**src/rtl/seq_divider_pkg.sv**
```systemverilog
// Shared types and sizing helpers for the sequential restoring divider.
package divider_pkg;

  localparam int unsigned DEFAULT_WIDTH = 4;
  localparam int unsigned CNT_W         = $clog2(DEFAULT_WIDTH);

  typedef enum logic [1:0] {
    IDLE,
    DIVIDE,
    DONE
  } state_e;

  // Counter width for a given operand width; it must hold WIDTH-1.
  function automatic int unsigned cnt_width(input int unsigned w);
    return $clog2(w);
  endfunction

endpackage

```
**src/rtl/seq_divider_if.sv**
```systemverilog
// Start/done handshake and result bus between the ALU sequencer and the divider.
interface seq_divider_if #(
  parameter int unsigned WIDTH = 4
);

  logic             start;
  logic [WIDTH-1:0] dividend;
  logic [WIDTH-1:0] divisor;
  logic             busy;
  logic             done;
  logic [WIDTH-1:0] quotient;
  logic [WIDTH-1:0] remainder;
  logic             div_by_zero;

  modport master (
    output start, dividend, divisor,
    input  busy, done, quotient, remainder, div_by_zero
  );

  modport slave (
    input  start, dividend, divisor,
    output busy, done, quotient, remainder, div_by_zero
  );

endinterface

```
**src/rtl/seq_divider_trial_sub.sv**
```systemverilog
// Ripple add/sub cell and the subtract-mode chain used for the trial subtraction.
module fulladdsub (
  input  logic a_i,
  input  logic b_i,
  input  logic sel_i,
  input  logic cin_i,
  output logic sum_o,
  output logic cout_o
);

  logic b_eff;

  assign b_eff  = b_i ^ sel_i;
  assign sum_o  = a_i ^ b_eff ^ cin_i;
  assign cout_o = (a_i & b_eff) | (a_i & cin_i) | (b_eff & cin_i);

endmodule

module trial_sub #(
  parameter int unsigned N = 5
) (
  input  logic [N-1:0] a_i,
  input  logic [N-1:0] b_i,
  output logic [N-1:0] diff_o,
  output logic         borrow_o
);

  logic [N:0] carry;

  // Subtract mode: invert b and inject the +1 through the LSB carry.
  assign carry[0] = 1'b1;

  for (genvar i = 0; i < N; i++) begin : g_stage
    fulladdsub u_cell (
      .a_i    (a_i[i]),
      .b_i    (b_i[i]),
      .sel_i  (1'b1),
      .cin_i  (carry[i]),
      .sum_o  (diff_o[i]),
      .cout_o (carry[i+1])
    );
  end

  assign borrow_o = ~carry[N];

endmodule

```
**src/rtl/seq_divider.sv**
```systemverilog
// Sequential unsigned restoring divider: one trial subtraction per clock.
module seq_divider
  import divider_pkg::*;
#(
  parameter int unsigned WIDTH = 4
) (
  input  logic         clk,
  input  logic         rst,
  seq_divider_if.slave bus
);

  localparam int unsigned W  = WIDTH;
  localparam int unsigned CW = cnt_width(WIDTH);

  state_e        state_q;
  logic [CW-1:0] cnt_q;
  logic [W-1:0]  q_q;
  logic [W-1:0]  d_q;
  logic [W-1:0]  r_q;
  logic          busy_q;
  logic          done_q;
  logic [W-1:0]  quot_q;
  logic [W-1:0]  rem_q;
  logic          dbz_q;

  logic [W:0]    shifted;
  logic [W:0]    diff;
  logic          borrow;
  logic [W-1:0]  q_d;
  logic [W-1:0]  r_d;

  // The partial remainder's top bit is always zero after a step, so only
  // the low WIDTH bits are stored; the extra bit lives in the shifted value.
  assign shifted = {r_q, q_q[W-1]};

  trial_sub #(
    .N (W + 1)
  ) u_trial_sub (
    .a_i      (shifted),
    .b_i      ({1'b0, d_q}),
    .diff_o   (diff),
    .borrow_o (borrow)
  );

  always_comb begin
    q_d = {q_q[W-2:0], 1'b0};
    r_d = shifted[W-1:0];
    if (!diff[W]) begin
      q_d = {q_q[W-2:0], 1'b1};
      r_d = diff[W-1:0];
    end
  end

  always_ff @(posedge clk) begin
    if (rst) begin
      state_q <= IDLE;
      cnt_q   <= '0;
      q_q     <= '0;
      d_q     <= '0;
      r_q     <= '0;
      busy_q  <= 1'b0;
      done_q  <= 1'b0;
      quot_q  <= '0;
      rem_q   <= '0;
      dbz_q   <= 1'b0;
    end else begin
      done_q <= 1'b0;
      case (state_q)
        IDLE: begin
          if (bus.start) begin
            q_q     <= bus.dividend;
            d_q     <= bus.divisor;
            r_q     <= '0;
            cnt_q   <= CW'(W - 1);
            dbz_q   <= (bus.divisor == '0);
            busy_q  <= 1'b1;
            state_q <= DIVIDE;
          end
        end
        DIVIDE: begin
          q_q <= q_d;
          r_q <= r_d;
          if (cnt_q == '0) begin
            state_q <= DONE;
          end else begin
            cnt_q <= cnt_q - 1'b1;
          end
        end
        DONE: begin
          done_q  <= 1'b1;
          quot_q  <= q_q;
          rem_q   <= r_q;
          busy_q  <= 1'b0;
          state_q <= IDLE;
        end
        default: begin
          state_q <= IDLE;
          busy_q  <= 1'b0;
        end
      endcase
    end
  end

  // Sign bit and chain borrow must agree for in-range operands.
  always_ff @(posedge clk) begin
    if (!rst && state_q == DIVIDE) begin
      assert (borrow == diff[W]);
    end
  end

  assign bus.busy        = busy_q;
  assign bus.done        = done_q;
  assign bus.quotient    = quot_q;
  assign bus.remainder   = rem_q;
  assign bus.div_by_zero = dbz_q;

endmodule

```
**src/flat_wrapper.sv**
```systemverilog
// flat-port wrapper written by rule: the top's interface ports become plain ports
module seq_divider_flat import divider_pkg::*;
#(
  parameter int unsigned WIDTH = 4
)
  (clk, rst, bus_start, bus_dividend, bus_divisor, bus_busy, bus_done, bus_quotient, bus_remainder, bus_div_by_zero);
  seq_divider_if #(.WIDTH(WIDTH)) bus_i ();
  input  logic clk;
  input  logic rst;
  input wire logic [$bits(bus_i.start)-1:0] bus_start;
  input wire logic [$bits(bus_i.dividend)-1:0] bus_dividend;
  input wire logic [$bits(bus_i.divisor)-1:0] bus_divisor;
  output wire logic [$bits(bus_i.busy)-1:0] bus_busy;
  output wire logic [$bits(bus_i.done)-1:0] bus_done;
  output wire logic [$bits(bus_i.quotient)-1:0] bus_quotient;
  output wire logic [$bits(bus_i.remainder)-1:0] bus_remainder;
  output wire logic [$bits(bus_i.div_by_zero)-1:0] bus_div_by_zero;
  assign bus_i.start = bus_start;
  assign bus_i.dividend = bus_dividend;
  assign bus_i.divisor = bus_divisor;
  assign bus_busy = bus_i.busy;
  assign bus_done = bus_i.done;
  assign bus_quotient = bus_i.quotient;
  assign bus_remainder = bus_i.remainder;
  assign bus_div_by_zero = bus_i.div_by_zero;
  seq_divider #(.WIDTH(WIDTH)) u_core (.clk(clk), .rst(rst), .bus(bus_i));
endmodule
```
**config.mk**
```make
export PLATFORM = sky130hd
export DESIGN_NAME = seq_divider_flat
export DESIGN_NICKNAME = d
export VERILOG_FILES = /design/src/rtl/seq_divider_pkg.sv /design/src/rtl/seq_divider_if.sv /design/src/rtl/seq_divider_trial_sub.sv /design/src/rtl/seq_divider.sv /design/src/flat_wrapper.sv
export SDC_FILE = /design/constraint.sdc
export NUM_CORES = 1
export LEC_CHECK = 0
export BUFFER_PORTS_ARGS = -buffer_cell sky130_fd_sc_hd__buf_4
export CORE_MARGIN = 3
export CORE_UTILIZATION = 38
export CTS_CLUSTER_SIZE = 10
export DETAILED_ROUTE_END_ITERATION = 6
export GPL_ROUTABILITY_DRIVEN = 0
export MAX_ROUTING_LAYER = met4
export PLACE_DENSITY = 0.61
export SYNTH_ARGS = -nofsm -noshare
export SYNTH_HDL_FRONTEND = slang
export SYNTH_SLANG_ARGS = --single-unit
```
**constraint.sdc**
```tcl
create_clock -name clk -period 3.2 [get_ports clk]
set_clock_uncertainty 0.2 [all_clocks]
set_input_delay 0.48 -clock clk [delete_from_list [all_inputs] [get_ports clk]]
set_output_delay 0.48 -clock clk [all_outputs]
set_load 0.1 [all_outputs]
```
==> reports/results.ini <==
[outcome]
status = finished clean

[yosys]
ys.flop_type = dfxtp_1
postSynthCellCount = 121
synth_seq_area_share = 0.4586
synth-seq-cells = 27
synth_cell_types = 32
synth.avg_cell_area_sq_um = 9.741
synthArstFlopShare = 0
ys_warn_count = 0
synthesis.nets = 137
synth_area_sq_um = 1179
synth_edf_count = 0

[sta]
maxSlewViolCount = 0
relSlewSlack = 0.6562
tightest_slew_ns = 0.5152
fin_setup_tns_ns = 0
fin_crit_ns = 2.795
finalHoldViolations = 0
rsz0062_at_grt = no
fmax_mhz = 357.8
finalCritPeriodShare = 0.8735
setup_viol = 0

[floorplan]
die_area_sq_um = 3806
rows = 19
fp.dieW_microns = 61.69
start_util = 0.4132
die_h_microns = 61.69
io_pins = 22
core-area_sq_um = 2853

[finish]
antenna_cells = 0
layout.nets = 157
drive_gt1_frac = 0.2571
final_area_sq_um = 1371
area_growth_syn_to_layout_pct = 16.35

[clock_network]
cts-buffers-inserted = 3
cts.clk_slew.worst_paths_ns = 0.14
htreeDepth = 1
cts_buffer_depth = 2
postCtsSetupRepairBufs = 0
clock_sinks = 27
ctsResizeCount = 0
cts_tree = built
clock_tree.root_cell = clkbuf_4
cts_hold_buf = 0
clock_latency_ns = 0.33

[worst_setup_path]
crit_path_start_kind = register
r2r-start = u_core.q_q[3]
critPathCaptureType = register
setup.worst_path.start = u_core.q_q[3]
required_ns = 3.29
worstSetupPathType = reg2reg
worstPathArrival_ns = 2.88
critical_path.max_fanout = 5

[route]
vias_per_cell = 4.936
drt_iter0_markers = 27
drt_first_pass_iters = 4
route.detailed.drc = 0
wl_mm = 2.083
final_antenna_net_count = 0
vias = 844
routedWlPerCell_microns = 12.18

[grt]
grt_pass1_vias = 781
grt_max_degree = 25
overflow = 0
grt_pass1_wl_mm = 3.601
grt_use_total = 0.1341
antenna_found_initial = 0

[power]
p_leak_nw = 0.5753
power.density_nw_per_um2 = 486.1
p_total_mw = 0.6666
ir_worst_vdd_uv = 271.2

[min_path]
hp-start = bus_divisor[3]
min_path_type = in2reg

[place]
place_area_sq_um = 1341
hpwl_mm = 1.570
numPortBuffers = 21

[flow_run]
drv_cap = 0

==> Yosys cell counts, drive strengths merged (2+ instances only) <==
| cell type | count | share of area |
|---|---|---|
| inv | 9 | 0.029 |
| buf | 2 | 0.016 |
| or2b | 2 | 0.014 |
| nor2 | 15 | 0.052 |
| nand2 | 16 | 0.051 |
| a21oi | 10 | 0.042 |
| nor3b | 2 | 0.027 |
| fa | 3 | 0.051 |
| a22o | 4 | 0.030 |
| clkbuf | 4 | 0.013 |
| mux2i | 9 | 0.076 |
| a211oi | 2 | 0.013 |
| ha | 2 | 0.021 |
| dfxtp | 27 | 0.46 |
==> cell families (layout without fill, tap and decap cells) <==
family	Yosys count	in the layout	synth area share
AO/OA/AOI/OAI	23	23	0.1422
multiplexers	9	9	0.07644
AND/OR/NAND/NOR	41	41	0.1794
adder cells (fa/ha/maj)	5	5	0.07219
flip-flops	27	27	0.4586
buffers and inverters	15	34	0.05732
XOR/XNOR	1	1	0.01380
==> layer usage <==
layer | up-vias | global-route usage | share of wire
met5 | - | - | 0
met4 | 0 | 0.03636 | 0.011
met3 | 2 | 0.04339 | 0.037
met2 | 13 | 0.2108 | 0.50
met1 | 390 | 0.1658 | 0.45
li1 | 439 | - | -
==> path summary, 6_finish.rpt <==
check,endpoint,slack (ns),depth (start not counted)
max reg2reg,u_core.r_q[1],0.40,8
min,u_core.d_q[3],0.19,3
max,u_core.r_q[1],0.40,8
min reg2reg,u_core.bus.remainder[2],0.26,2
==> layout by cell type, fill, tap and decap left out, types with 2 or more instances in the layout <==
cell | netlist | final
inv_1 | 9 | 9
clkbuf_4 | 0 | 3
buf_4 | 1 | 21
a211oi_1 | 2 | 2
mux2i_1 | 9 | 9
ha_1 | 2 | 2
a22o_1 | 4 | 4
dfxtp_1 | 27 | 27
a21oi_1 | 10 | 10
fa_1 | 3 | 3
nor2_2 | 2 | 2
nand2_1 | 16 | 16
nor2_1 | 13 | 13
==> through the flow <==
step	util	instances	setup WS (ns)	hold slack, ns
2_1_floorplan	-	121	0.6019	0.2452
3_3_place_gp	0.4702	167	0.5255	0.2446
3_5_place_dp	0.4702	167	0.4152	0.2500
4_1_cts	0.4807	171	0.3959	0.1735
5_1_grt	0.4807	171	0.2552	0.1965
6_report	0.4807	171	0.4048	0.1858
==> worst max-delay path: stages, from the launching register on <==
cell and delay, ns:
dfxtp_1 0.39, inv_1 0.07, ha_1 0.19, fa_1 0.40, fa_1 0.39, fa_1 0.41
xnor2_2 0.33, mux2i_1 0.24, a22o_1 0.14
==> final cells by class <==
type | count | area, sq um
Inverter | 9 | 33.78
Clock buffer | 3 | 22.52
Timing Repair Buffer | 21 | 157.7
Tap cell | 31 | 38.79
Multi-Input combinational cell | 79 | 570.5
Clock inverter | 1 | 7.507
Fill cell | 293 | 1481
Sequential cell | 27 | 540.5
==> report_power, final <==
| group | leakage, nW | total [mW] | switching, mW | internal, mW |
|---|---|---|---|---|
| sequential | 0.221 | 0.376 | 0.0185 | 0.357 |
| combinational | 0.341 | 0.142 | 0.0791 | 0.0629 |
| clock | 0.0139 | 0.149 | 0.101 | 0.0479 |
| total | 0.575 | 0.667 | 0.199 | 0.468 |
==> state kept, by name, summed over array words and instances (netlist names), 2 cells and up <==
name and count:
u_core.r_q 4, u_core.bus.quotient 4, u_core.bus.remainder 4, u_core.q_q 4, u_core.state_q 2, u_core.cnt_q 2, u_core.d_q 4
No activity file was read; power rests on OpenSTA's default activity.
